### src/rtl/wb_frame_loader.sv
// ---------------------------------------------------------------------------
// wb_frame_loader
//
// Pipelined Wishbone write master that copies one picture (ROWS words) from a
// combinational picture ROM into the matrix row-register slave at addresses
// 0..ROWS-1. The picture is selected with next/prev/reload button requests.
// Up to MAX_OUTSTANDING writes can be in flight. Each frame ends with a
// one-cycle done pulse, and a sticky error flag reports any err in the frame.
//
// Optional feature: define AUTO_CYCLE_EN to add a free-running counter. Every
// CYCLE_TICKS clocks it raises an internal, lowest-priority "next" request.
// Any user request restarts the counter at 0. Without the macro there is no
// counter logic and CYCLE_TICKS has no effect.
//
// Ports
//   clk, reset              clock; synchronous active-high reset
//   i_next/i_prev/i_reload  button levels; a rising edge is a request
//   o_pic_num               selected picture index
//   o_busy                  a frame transfer is in progress
//   o_done                  one-cycle pulse after the last ack/err of a frame
//   o_err                   sticky; set by any err in the current frame
//   o_rom_addr, i_rom_data  {pic,row} lookup into the combinational ROM
//   o_wb_*                  Wishbone master outputs (we == stb, sel all ones)
//   i_wb_ack/err/stall      Wishbone slave responses
//   o_dbg_state             current FSM state (IDLE=0, LOAD=1, DRAIN=2)
//
// Handshake: a write is issued in a cycle where o_wb_stb=1 and i_wb_stall=0.
// While stb is high and stall is high, addr and wdata are held. Each issued
// write is terminated by exactly one ack or err in a later cycle.
// ---------------------------------------------------------------------------
module wb_frame_loader #(
    parameter int WB_DATA_WIDTH   = 32,
    parameter int ROWS            = 8,
    parameter int WB_ADDR_WIDTH   = $clog2(ROWS),
    parameter int WB_SEL_WIDTH    = WB_DATA_WIDTH / 8,
    parameter int NUM_PICS        = 4,
    parameter int PIC_W           = $clog2(NUM_PICS),
    parameter int MAX_OUTSTANDING = 4,
    parameter int CYCLE_TICKS     = 50_000_000
) (
    input  logic                           clk,
    input  logic                           reset,
    input  logic                           i_next,
    input  logic                           i_prev,
    input  logic                           i_reload,
    output logic [PIC_W-1:0]               o_pic_num,
    output logic                           o_busy,
    output logic                           o_done,
    output logic                           o_err,
    output logic [PIC_W+WB_ADDR_WIDTH-1:0] o_rom_addr,
    input  logic [WB_DATA_WIDTH-1:0]       i_rom_data,
    output logic                           o_wb_cyc,
    output logic                           o_wb_stb,
    output logic                           o_wb_we,
    output logic [WB_ADDR_WIDTH-1:0]       o_wb_addr,
    output logic [WB_SEL_WIDTH-1:0]        o_wb_sel,
    output logic [WB_DATA_WIDTH-1:0]       o_wb_wdata,
    input  logic                           i_wb_ack,
    input  logic                           i_wb_err,
    input  logic                           i_wb_stall,
    output logic [1:0]                     o_dbg_state
);

    localparam int OUT_W = $clog2(MAX_OUTSTANDING + 1);

    typedef enum logic [1:0] {
        ST_IDLE  = 2'd0,
        ST_LOAD  = 2'd1,
        ST_DRAIN = 2'd2
    } state_t;

    state_t                   state_q, state_d;
    logic [PIC_W-1:0]         pic_q, pic_d;
    logic [PIC_W-1:0]         load_pic_q, load_pic_d;
    logic [WB_ADDR_WIDTH-1:0] issue_row_q, issue_row_d;
    logic [OUT_W-1:0]         outst_q, outst_d;
    logic                     pending_q, pending_d;
    logic                     done_q, done_d;
    logic                     err_q, err_d;
    logic                     next_q, prev_q, reload_q;

    logic rise_next, rise_prev, rise_reload;
    logic user_req, auto_req, req;
    logic stb_c, issue, resp;

    // Edge detection against the registered copies of the button levels.
    assign rise_next   = i_next   & ~next_q;
    assign rise_prev   = i_prev   & ~prev_q;
    assign rise_reload = i_reload & ~reload_q;
    assign user_req    = rise_next | rise_prev | rise_reload;
    assign req         = user_req | auto_req;

`ifdef AUTO_CYCLE_EN
    localparam int CNT_W = (CYCLE_TICKS > 1) ? $clog2(CYCLE_TICKS) : 1;

    logic [CNT_W-1:0] tick_q, tick_d;

    always_comb begin
        auto_req = (tick_q == CNT_W'(CYCLE_TICKS - 1));
        tick_d   = tick_q + CNT_W'(1);
        // A user request restarts the period so the picture does not jump
        // shortly after a manual selection.
        if (user_req || auto_req) begin
            tick_d = '0;
        end
    end

    always_ff @(posedge clk) begin
        if (reset) begin
            tick_q <= '0;
        end else begin
            tick_q <= tick_d;
        end
    end
`else
    assign auto_req = 1'b0;
`endif

    // Picture selection: reload > next > prev > auto-next.
    always_comb begin
        pic_d = pic_q;
        if (rise_reload) begin
            pic_d = pic_q;
        end else if (rise_next || (auto_req && !user_req)) begin
            pic_d = (pic_q == PIC_W'(NUM_PICS - 1)) ? '0 : pic_q + PIC_W'(1);
        end else if (rise_prev) begin
            pic_d = (pic_q == '0) ? PIC_W'(NUM_PICS - 1) : pic_q - PIC_W'(1);
        end
    end

    // Throttle issue so no more than MAX_OUTSTANDING writes are unacked.
    assign stb_c = (state_q == ST_LOAD) && (outst_q < OUT_W'(MAX_OUTSTANDING));
    assign issue = stb_c && !i_wb_stall;
    // A termination with nothing outstanding is a stray and is ignored.
    assign resp  = (i_wb_ack || i_wb_err) && (outst_q != '0);

    always_comb begin
        outst_d = outst_q;
        if (issue && !resp) begin
            outst_d = outst_q + OUT_W'(1);
        end else if (!issue && resp) begin
            outst_d = outst_q - OUT_W'(1);
        end
    end

    always_comb begin
        state_d     = state_q;
        issue_row_d = issue_row_q;
        load_pic_d  = load_pic_q;
        pending_d   = pending_q | req;
        err_d       = err_q | (resp & i_wb_err);
        done_d      = 1'b0;

        case (state_q)
            ST_IDLE: begin
                if (pending_q || req) begin
                    state_d     = ST_LOAD;
                    issue_row_d = '0;
                    err_d       = 1'b0;
                    load_pic_d  = pic_d;
                    pending_d   = 1'b0;
                end
            end
            ST_LOAD: begin
                if (issue) begin
                    issue_row_d = issue_row_q + WB_ADDR_WIDTH'(1);
                    if (issue_row_q == WB_ADDR_WIDTH'(ROWS - 1)) begin
                        state_d = ST_DRAIN;
                    end
                end
            end
            ST_DRAIN: begin
                if (outst_d == '0) begin
                    done_d = 1'b1;
                    // Requests collected during the frame restart the load
                    // immediately; the picture is latched here so a change
                    // made mid-frame only affects this new frame.
                    if (pending_d) begin
                        state_d     = ST_LOAD;
                        issue_row_d = '0;
                        err_d       = 1'b0;
                        load_pic_d  = pic_d;
                        pending_d   = 1'b0;
                    end else begin
                        state_d = ST_IDLE;
                    end
                end
            end
            default: begin
                state_d = ST_IDLE;
            end
        endcase
    end

    always_ff @(posedge clk) begin
        if (reset) begin
            state_q     <= ST_IDLE;
            pic_q       <= '0;
            load_pic_q  <= '0;
            issue_row_q <= '0;
            outst_q     <= '0;
            // Reload picture 0 as soon as reset is released.
            pending_q   <= 1'b1;
            done_q      <= 1'b0;
            err_q       <= 1'b0;
            next_q      <= 1'b0;
            prev_q      <= 1'b0;
            reload_q    <= 1'b0;
        end else begin
            state_q     <= state_d;
            pic_q       <= pic_d;
            load_pic_q  <= load_pic_d;
            issue_row_q <= issue_row_d;
            outst_q     <= outst_d;
            pending_q   <= pending_d;
            done_q      <= done_d;
            err_q       <= err_d;
            next_q      <= i_next;
            prev_q      <= i_prev;
            reload_q    <= i_reload;
        end
    end

    // Bus control is gated by reset directly so a reset mid-transfer drops
    // the cycle in the same clock, without waiting for the register update.
    assign o_wb_cyc    = (state_q != ST_IDLE) && !reset;
    assign o_wb_stb    = stb_c && !reset;
    assign o_wb_we     = o_wb_stb;
    assign o_wb_addr   = issue_row_q;
    assign o_wb_sel    = '1;
    assign o_wb_wdata  = i_rom_data;
    assign o_rom_addr  = {load_pic_q, issue_row_q};
    assign o_pic_num   = pic_q;
    assign o_busy      = (state_q != ST_IDLE);
    assign o_done      = done_q;
    assign o_err       = err_q;
    assign o_dbg_state = state_q;

endmodule

### config.mk
export PLATFORM = sky130hd
export DESIGN_NAME = wb_frame_loader
export DESIGN_NICKNAME = d
export VERILOG_FILES = /design/src/rtl/wb_frame_loader.sv
export SDC_FILE = /design/constraint.sdc
export NUM_CORES = 1
export LEC_CHECK = 0
export ABC_AREA = 1
export BUFFER_PORTS_ARGS = -buffer_cell sky130_fd_sc_hd__buf_2
export CAP_MARGIN = 20
export CORE_AREA = 2 2 69 71
export CTS_CLUSTER_SIZE = 14
export DETAILED_ROUTE_END_ITERATION = 16
export DIE_AREA = 0 0 71 73
export PLACE_DENSITY = 0.61
export SYNTH_ARGS = -nofsm -noshare
export SYNTH_HDL_FRONTEND = slang
export SYNTH_SLANG_ARGS = --single-unit
### constraint.sdc
create_clock -name clk -period 3.3 [get_ports clk]
set_clock_uncertainty 0.15 [all_clocks]
set_input_delay 0.33 -clock clk [delete_from_list [all_inputs] [get_ports clk]]
set_output_delay 0.33 -clock clk [all_outputs]
set_load 0.05 [all_outputs]
# After elaboration in Yosys (flattened, before gate mapping)
# Cells that the tools add are included.
# W data, S select, Z words.
# totals
word_cells	92
regBits	18
out_inout_bits	54
# classes
add_sub_neg	5
bitwise	12
n_reduce_logical	24
n_eq_ne	9
mux	30
order_cmp	1
# op_table
op	n
$mux W2	12
$mux W3	6
$pmux W3 S3	1
$ne A2 B2 Y1 const B	4
$reduce_and A4 Y1	2
$logic_and A1 B1 Y1	7
$mux W1	7
$add A3 B1 Y3 const B	2
$pmux W2 S3	1
$reduce_bool A3 Y1	2
$reduce_and A5 Y1	1
$and A1 B1 Y1	4
$eq A2 B2 Y1 const B	2
$logic_not A1 Y1	4
$logic_not A2 Y1	2
$not A1 Y1	4
$or A1 B1 Y1	4
$pmux W1 S2	2
$pmux W2 S2	1
$reduce_bool A2 Y1	2
$eq A3 B3 Y1 const B	1
$logic_not A3 Y1	1
$lt A3 B3 Y1 const B	1
$sub A3 B1 Y3 const B	1
6 further kinds	7

# Longest topological paths before layout
# Gate-level depths: netlist of run 1.
# depth
depth_word	10
mapped_depth	17
ltp_nobuf	17

# Least setup slack after synthesis of run 1
# No wires, ideal clock.
# synth_path
kind	register to output
from	register state_q[0], in the netlist o_dbg_state[0]
to	output port o_wb_we
n_path_buf	1
arrival_ns	2.346
required_ns	2.820
stages_incl_launch_ff	4
path_slack_ns	0.474
path_cell_list	dfxtp_1 > nand2_1 > nor3_1 > buf_4
# synth_between
elab_chain_len	3
# synth_rtl
item	line_no	rtl
start: declaration	72	state_t state_q, state_d;
start signal: assignment	210	state_q <= state_d;
$eq A2 B1 Y1	132	assign stb_c = (state_q == ST_LOAD) && (outst_q < OUT_W'(MAX_OUTSTANDING));
$logic_and A1 B1 Y1	132	
$logic_and A1 B1 Y1	227	assign o_wb_stb = stb_c && !reset;
end: declaration	54	output logic o_wb_we,
# No other way between the ends.

# Worst setup path after layout of run 1
# layout_path
from	register outst_q[0]
to	register issue_row_q[0], in the netlist o_wb_addr[0]
# layout_between
elab_chain_len	10
word_cells_on_any_way	17
# layout_rtl
item	line_no	rtl
start: declaration	76	logic [OUT_W-1:0] outst_q, outst_d;
start signal: assignment	214	outst_q <= outst_d;
$lt A3 B3 Y1	132	
$logic_and A1 B1 Y1	132	
$logic_and A1 B1 Y1	133	assign issue = stb_c && !i_wb_stall;
$logic_not A1 Y1	141	end else if (!issue && resp) begin
$logic_and A1 B1 Y1	141	
$mux W3	141	
$mux W3	139	if (issue && !resp) begin
$logic_not A3 Y1	173	if (outst_d == '0) begin
$ne A2 B2 Y1 (no source line)	n/a	
$reduce_and A5 Y1 (no source line) *	n/a	
end signal: assignment	213	issue_row_q <= issue_row_d;
end: declaration	75	logic [WB_ADDR_WIDTH-1:0] issue_row_q, issue_row_d;
# Mark *: on every way between the ends. The rest lies on a longest branch, timed or not.
# A chain may end at the register's enable or synchronous reset.

==> flow_summary.ini, run 1 <==
[timing]
fin_crit_ns = 2.10
timing.final.crit_share_pct = 63.6
hold_viol = 0
drv_slew = 0
fmax_ghz = 0.476
post-route-worst-setup-slack_ns = 1.20
setup_viol = 0
rsz0062_at_grt = false
fin_tns_setup_ns = 0

[routing]
wl_microns = 2280
wl_per_cell_microns = 10.2
drt_iter0_drc = 52
first_pass_iters = 4
postRouteAntennaNets = 0
vias = 953
vias_per_cell = 4.25
drc = 0

[clock_network]
clk_latency_ns = 0.25
cts_buffers = 3
cts_resized = 0
clk_pin_slew_ns = 0.07
cts_tree = done
ctsHtreeMaxLevel = 1
hold_buffers = 0
cts_sinks = 18
root_buffer = clkbuf_8
clock_path_buffers = 2
cts_setup_buffers = 0

[yosys]
synth_area_leaders = dfxtp_1, buf_4, nand2_1
synthDistinctLibCells = 26
yosys.area.top_type = dfxtp_1
synth_area_sq_mm = 0.00132
yosysTopAreaCellShare_pct = 27.4
yosysSeqAreaShare_pct = 27.4
ys_seq_elements = 18
yosys_warnings = 0
syn_avg_cell_area_sq_um = 7.31
syn_inst = 180

[setup_path]
cpMaxStageDelayCell = dfxtp_1
cp_max_fo = 8
worst_ep_required_time_ns = 3.30
cp_num_cells = 15
worstSetupPathType = register to register
path_buf_inv = 3
cp_cell_sequence = inv_1 > ha_1 > ha_1 > inv_1 > o21ai_1 > inv_1 > nand2_2 > nand3_1 > nand2_1 > nor2_2 > nand2_2 > nand2_4 > nand3_4 > a21oi_1 > nor2_1
r2r_cells = 15
critPathLaunchType = register
endpoint_kind = register
max_stage_delay_ns = 0.35
cp.arrival_ns = 2.10
crit_family = simple AND/OR/NAND/NOR gates
cpMostUsedCell = inv_1

[power]
power_frac_comb_pct = 48.5
p_sw_mw = 0.402
powerDensity_mw_per_mm2 = 708
power.share.clock_pct = 20.2
vdd_drop_max_mv = 0.296
p_seq_share_pct = 31.3
p_int_mw = 0.495
p_leak_nw = 0.694
switching_share_pct = 44.9

[global_route]
grt_pass1_vias = 862
overflow = 0
grt_start_max_net_pins = 19
gr-usage-all-layers_pct = 9.45
grt_pass1_wl_microns = 3840
antenna_found_initial = 0

[floorplan]
die_w_microns = 71
ios = 94
start_util_pct = 29.0
core_area_sq_mm = 0.00454
rows = 25
die-height_microns = 73
dieArea_sq_mm = 0.00518

[placed_design]
dp_hpwl_microns = 1820
port_buffers = 25
gp_congestion = 0.799
placed_cells = 220
place_ws_ns = 1.20
placed_area_sq_mm = 0.00121

[flow_run]
maxCapViolCount = 0

[outcome]
status = finished clean

[finish]
stdcell_count = 224
drive_gt1_share_pct = 26.5
layout_common_cells = nand2_1, buf_2, inv_1, dfxtp_1, nor2_1
design_area_sq_mm = 0.00127
layout_commonest_cell = nand2_1
area_delta_synth_final_pct = -3.71
diodes = 0
nNetsFinal = 218

[worst_hold_path]
hold_depth = 3
worst_hold_path_type = input pin to register
[layer usage]
metal / global-route usage (%) / vias to the layer above / routed length [microns]
met5: 0 / - / 0
li1: - / 495 / -
met2: 14.6 / 25 / 1020
met3: 4.01 / 6 / 189
met1: 11.5 / 427 / 1040
met4: 3.98 / 0 / 28
[area by class of cell]
cell class / instances / area, sq um
Timing Repair Buffer: 25 / 125
Fill cell: 512 / 3270
Tap cell: 54 / 67.6
Inverter: 24 / 90.1
Sequential cell: 18 / 360
Clock buffer: 4 / 55.1
Multi-Input combinational cell: 99 / 568
[per-stage QoR]
step           utilization, %  hold WS (ns)  total power [mW]
3_5_place_dp             26.7         0.317             0.725
6_report                 27.9         0.132             0.897
4_1_cts                  27.9         0.127             0.913
3_3_place_gp             26.7         0.308             0.722
2_1_floorplan               -         0.300             0.766
5_1_grt                  27.9         0.143             0.978
[power groups by stage]
stage | clock [mW] | sequential (mW) | combinational (mW)
floorplan | 0 | 0.329 | 0.437
global placement | 0 | 0.286 | 0.435
detailed placement | 0 | 0.287 | 0.438
CTS | 0.190 | 0.282 | 0.440
global route | 0.200 | 0.287 | 0.491
finish | 0.181 | 0.281 | 0.435
[tightest hold or removal path, cell delays in order]
cell and delay, ns:
buf_2 0.07, inv_1 0.03, nor2_1 0.06
[sequential cells by signal, indices dropped and copies added, names as in the netlist]
signal       cells
o_err            1
pending_q        1
load_pic_q       2
reload_q         1
o_done           1
next_q           1
o_pic_num        2
o_dbg_state      2
outst_q          3
prev_q           1
o_wb_addr        3
[final timing paths]
kind	from	end	slack (ns)
setup / recovery	outst_q[0]	o_wb_addr[0]	1.20
hold / removal	i_next	next_q	0.13
setup reg to reg	outst_q[0]	o_wb_addr[0]	1.20
hold reg to reg	load_pic_q[1]	load_pic_q[1]	0.32
[kinds of logic (layout without fill, tap and decap cells)]
group	after synthesis	after routing	synth area share, %
muxes	1	1	0.761
buffers and inverters	66	53	30.3
DFF	18	18	27.4
AOI/OAI and AO/OA	10	10	3.90
adders and majority gates	7	7	6.66
xor gates and xnor gates	2	2	1.33
other	1	4	0.285
and+or+nand+nor	75	75	29.4
[synthesized netlist by cell type]
library cell	number
a21oi_1	8
buf_1	1
buf_4	40
clkbuf_1	1
conb_1	1
dfxtp_1	18
ha_1	7
inv_1	21
inv_2	3
mux2i_1	1
nand2_1	33
nand2_2	2
nand2_4	1
nand3_1	6
nand3_2	2
nand3_4	2
nand4_1	5
nor2_1	16
nor2_2	2
nor2_8	1
nor3_1	1
nor4_1	1
o21ai_1	1
o22ai_1	1
or2_2	3
xor2_1	2
Note: power is estimated with default switching activity, not from simulation.
==> run 2: changes to the inputs <==
--- a/config.mk
+++ b/config.mk
@@ -5,14 +5,14 @@
 export SDC_FILE = /design/constraint.sdc
 export NUM_CORES = 1
 export LEC_CHECK = 0
-export ABC_AREA = 1
+export ABC_AREA = 0
 export BUFFER_PORTS_ARGS = -buffer_cell sky130_fd_sc_hd__buf_2
 export CAP_MARGIN = 20
 export CORE_AREA = 2 2 69 71
 export CTS_CLUSTER_SIZE = 14
 export DETAILED_ROUTE_END_ITERATION = 16
 export DIE_AREA = 0 0 71 73
-export PLACE_DENSITY = 0.61
+export PLACE_DENSITY = 0.63
 export SYNTH_ARGS = -nofsm -noshare
 export SYNTH_HDL_FRONTEND = slang
 export SYNTH_SLANG_ARGS = --single-unit
==> constraint.sdc (replaced) <==
create_clock -name clk -period 1.9 [get_ports clk]
set_clock_uncertainty 0.15 [all_clocks]
set_input_delay 0.19 -clock clk [delete_from_list [all_inputs] [get_ports clk]]
set_output_delay 0.19 -clock clk [all_outputs]
set_load 0.05 [all_outputs]
==> run 2 against run 1 <==
The flow now finishes with violations (setup timing). Clock power grew 77%. Global-route usage grew 0.92 points. Fmax grew 2.5%. Power increased by 140%. Wire length increased by 20%. Largest power group unchanged. Largest cell class unchanged. Non-clock buffer count is 24 higher. Critical path type unchanged.
==> flow_summary.ini, run 2 <==
[timing]
fmax_ghz = 0.488
setup_viol = 6
hold_viol = 0
timing.final.crit_share_pct = 108
fin_tns_setup_ns = -0.452
rsz0062_at_grt = true
drv_slew = 0
post-route-worst-setup-slack_ns = -0.149
hold_ws_ns = 0.0101
fin_crit_ns = 2.05

[global_route]
grt_pass1_vias = 960
gr-usage-all-layers_pct = 10.4
grt_start_max_net_pins = 21
overflow = 0
antenna_found_initial = 0
grt_pass1_wl_microns = 4240

[routing]
postRouteAntennaNets = 0
wl_microns = 2750
drt_iter0_drc = 26
drc = 0
first_pass_iters = 4
vias = 1007
vias_per_cell = 4.52
wl_per_cell_microns = 12.3

[yosys]
yosys-top-cells-count = buf_4, dfxtp_1, nor2_1
async_flop_share_pct = 0
yosysTopAreaCellShare_pct = 27.4
yosys.area.top_type = dfxtp_1
synth_ff_type = dfxtp_1
synth-simple-area-share_pct = 20.5
synth_area_sq_mm = 0.00132
synth_edf_count = 0
synth_xor_area_share_pct = 1.33
synth_compound_area_share_pct = 14.2
synth_top_family_by_area = buffers and inverters
syn_avg_cell_area_sq_um = 8.38
synth_fa_ha_area_share_pct = 6.65
ys_seq_elements = 18
yosysMostFrequentCell = buf_4
yosys_warnings = 0
yosysSeqAreaShare_pct = 27.4
synthDistinctLibCells = 42
syn_inst = 157
synthMuxAreaShare_pct = 2.47
synth_area_leaders = dfxtp_1, buf_4, ha_1

[power]
vdd_drop_max_mv = 0.512
p_sw_mw = 0.891
power_frac_comb_pct = 63.3
power.share.clock_pct = 14.7
p_seq_share_pct = 22.0
p_int_mw = 1.29
p_leak_nw = 0.719
powerDensity_mw_per_mm2 = 1380
switching_share_pct = 40.9

[outcome]
violations = setup timing
status = finished with violations

[finish]
area_delta_synth_final_pct = 19.7
diodes = 0
final_core_util_pct = 34.7
nFillCells = 491
layout_common_cells = buf_2, buf_4, nor2_1, dfxtp_1, a21oi_1
layout_commonest_cell = buf_2
nNetsFinal = 217
drive_gt1_share_pct = 47.3
multi_input_area_sq_um = 738
regArea_sq_um = 368
design_area_sq_mm = 0.00158

[floorplan]
die-height_microns = 73
die_w_microns = 71
core_area_sq_mm = 0.00454
ios = 94
dieArea_sq_mm = 0.00518
rows = 25
start_util_pct = 29.0

[placed_design]
dp_hpwl_microns = 1990
gp_congestion = 0.827
port_buffers = 25
place_ws_ns = -0.200
placed_area_sq_mm = 0.00142

[setup_path]
critPathLaunchType = register
endpoint_kind = register
worstSetupPathType = register to register
cp_max_fo = 5
worst_ep_required_time_ns = 1.90
cp.arrival_ns = 2.04

[clock_network]
cts_tree = done
clk_latency_ns = 0.26
clk_pin_slew_ns = 0.07
hold_buffers = 0
clock_path_buffers = 2
ctsHtreeMaxLevel = 1
cts_buffers = 3
root_buffer = clkbuf_8
cts_sinks = 18

[flow_run]
maxCapViolCount = 0

[worst_hold_path]
worst_hold_path_type = input pin to register
run 2: worst max-delay path, cell delays in order (launching register included):
cell	delay, ns
dfxtp_2	0.32
inv_2	0.07
ha_4	0.14
ha_4	0.12
o21ba_4	0.16
or3_4	0.34
a31oi_4	0.23
o31ai_4	0.09
mux2_1	0.32
run 2: per-layer routing:
metal | vias to the layer above | track usage, % | routed length (microns)
li1 | 508 | - | -
met1 | 466 | 12.2 | 1100
met2 | 29 | 18.4 | 1430
met3 | 4 | 3.59 | 187
met4 | 0 | 2.10 | 29
met5 | - | 0 | 0
run 2: metrics by stage:
step / power [mW] / std cells
floorplan: 1.48 / 160
global placement: 1.66 / 217
detailed placement: 1.69 / 217
CTS: 2.07 / 222
global route: 2.35 / 223
finish: 2.18 / 223
run 2: logic make-up (layout without fill, tap and decap cells):
group,after synthesis,count (layout)
AOI/OAI and AO/OA,27,27
other,1,4
muxes,3,3
buffers and inverters,53,62
adders and majority gates,7,7
DFF,18,18
xor gates and xnor gates,2,2
and+or+nand+nor,46,46
run 2: cell type report:
cell class	count	share of cell area, %
sequential	18	23.4
timing repair buffer	49	19.9
tap	54	4.29
clock buffer	4	3.49
multi-input combinational	89	46.9
inverter	9	2.14
run 2: path summary, 6_finish.rpt:
path         startpoint             to  slack [ns]  cells past startpoint
max          outst_q[1]  load_pic_q[1]       -0.15                      8
min reg2reg   pending_q      pending_q        0.38                      2
max reg2reg  outst_q[1]  load_pic_q[1]       -0.15                      8
min              i_prev         prev_q        0.01                      2
run 2: timing repair:
action,4_1_cts,5_1_grt
buffers inserted,1,1
pin swaps,6,6
endpoints found under the hold margin,0,0
resized for setup,4,12
endpoints found under the setup margin,7,9
run 2: power by group through the flow:
stage / Combinational (mW) / Clock, mW / Sequential (mW)
2_1_floorplan: 0.880 / 0 / 0.596
3_3_place_gp: 1.18 / 0 / 0.486
3_5_place_dp: 1.20 / 0 / 0.487
4_1_cts: 1.25 / 0.337 / 0.481
5_1_grt: 1.51 / 0.353 / 0.489
6_report: 1.38 / 0.320 / 0.480
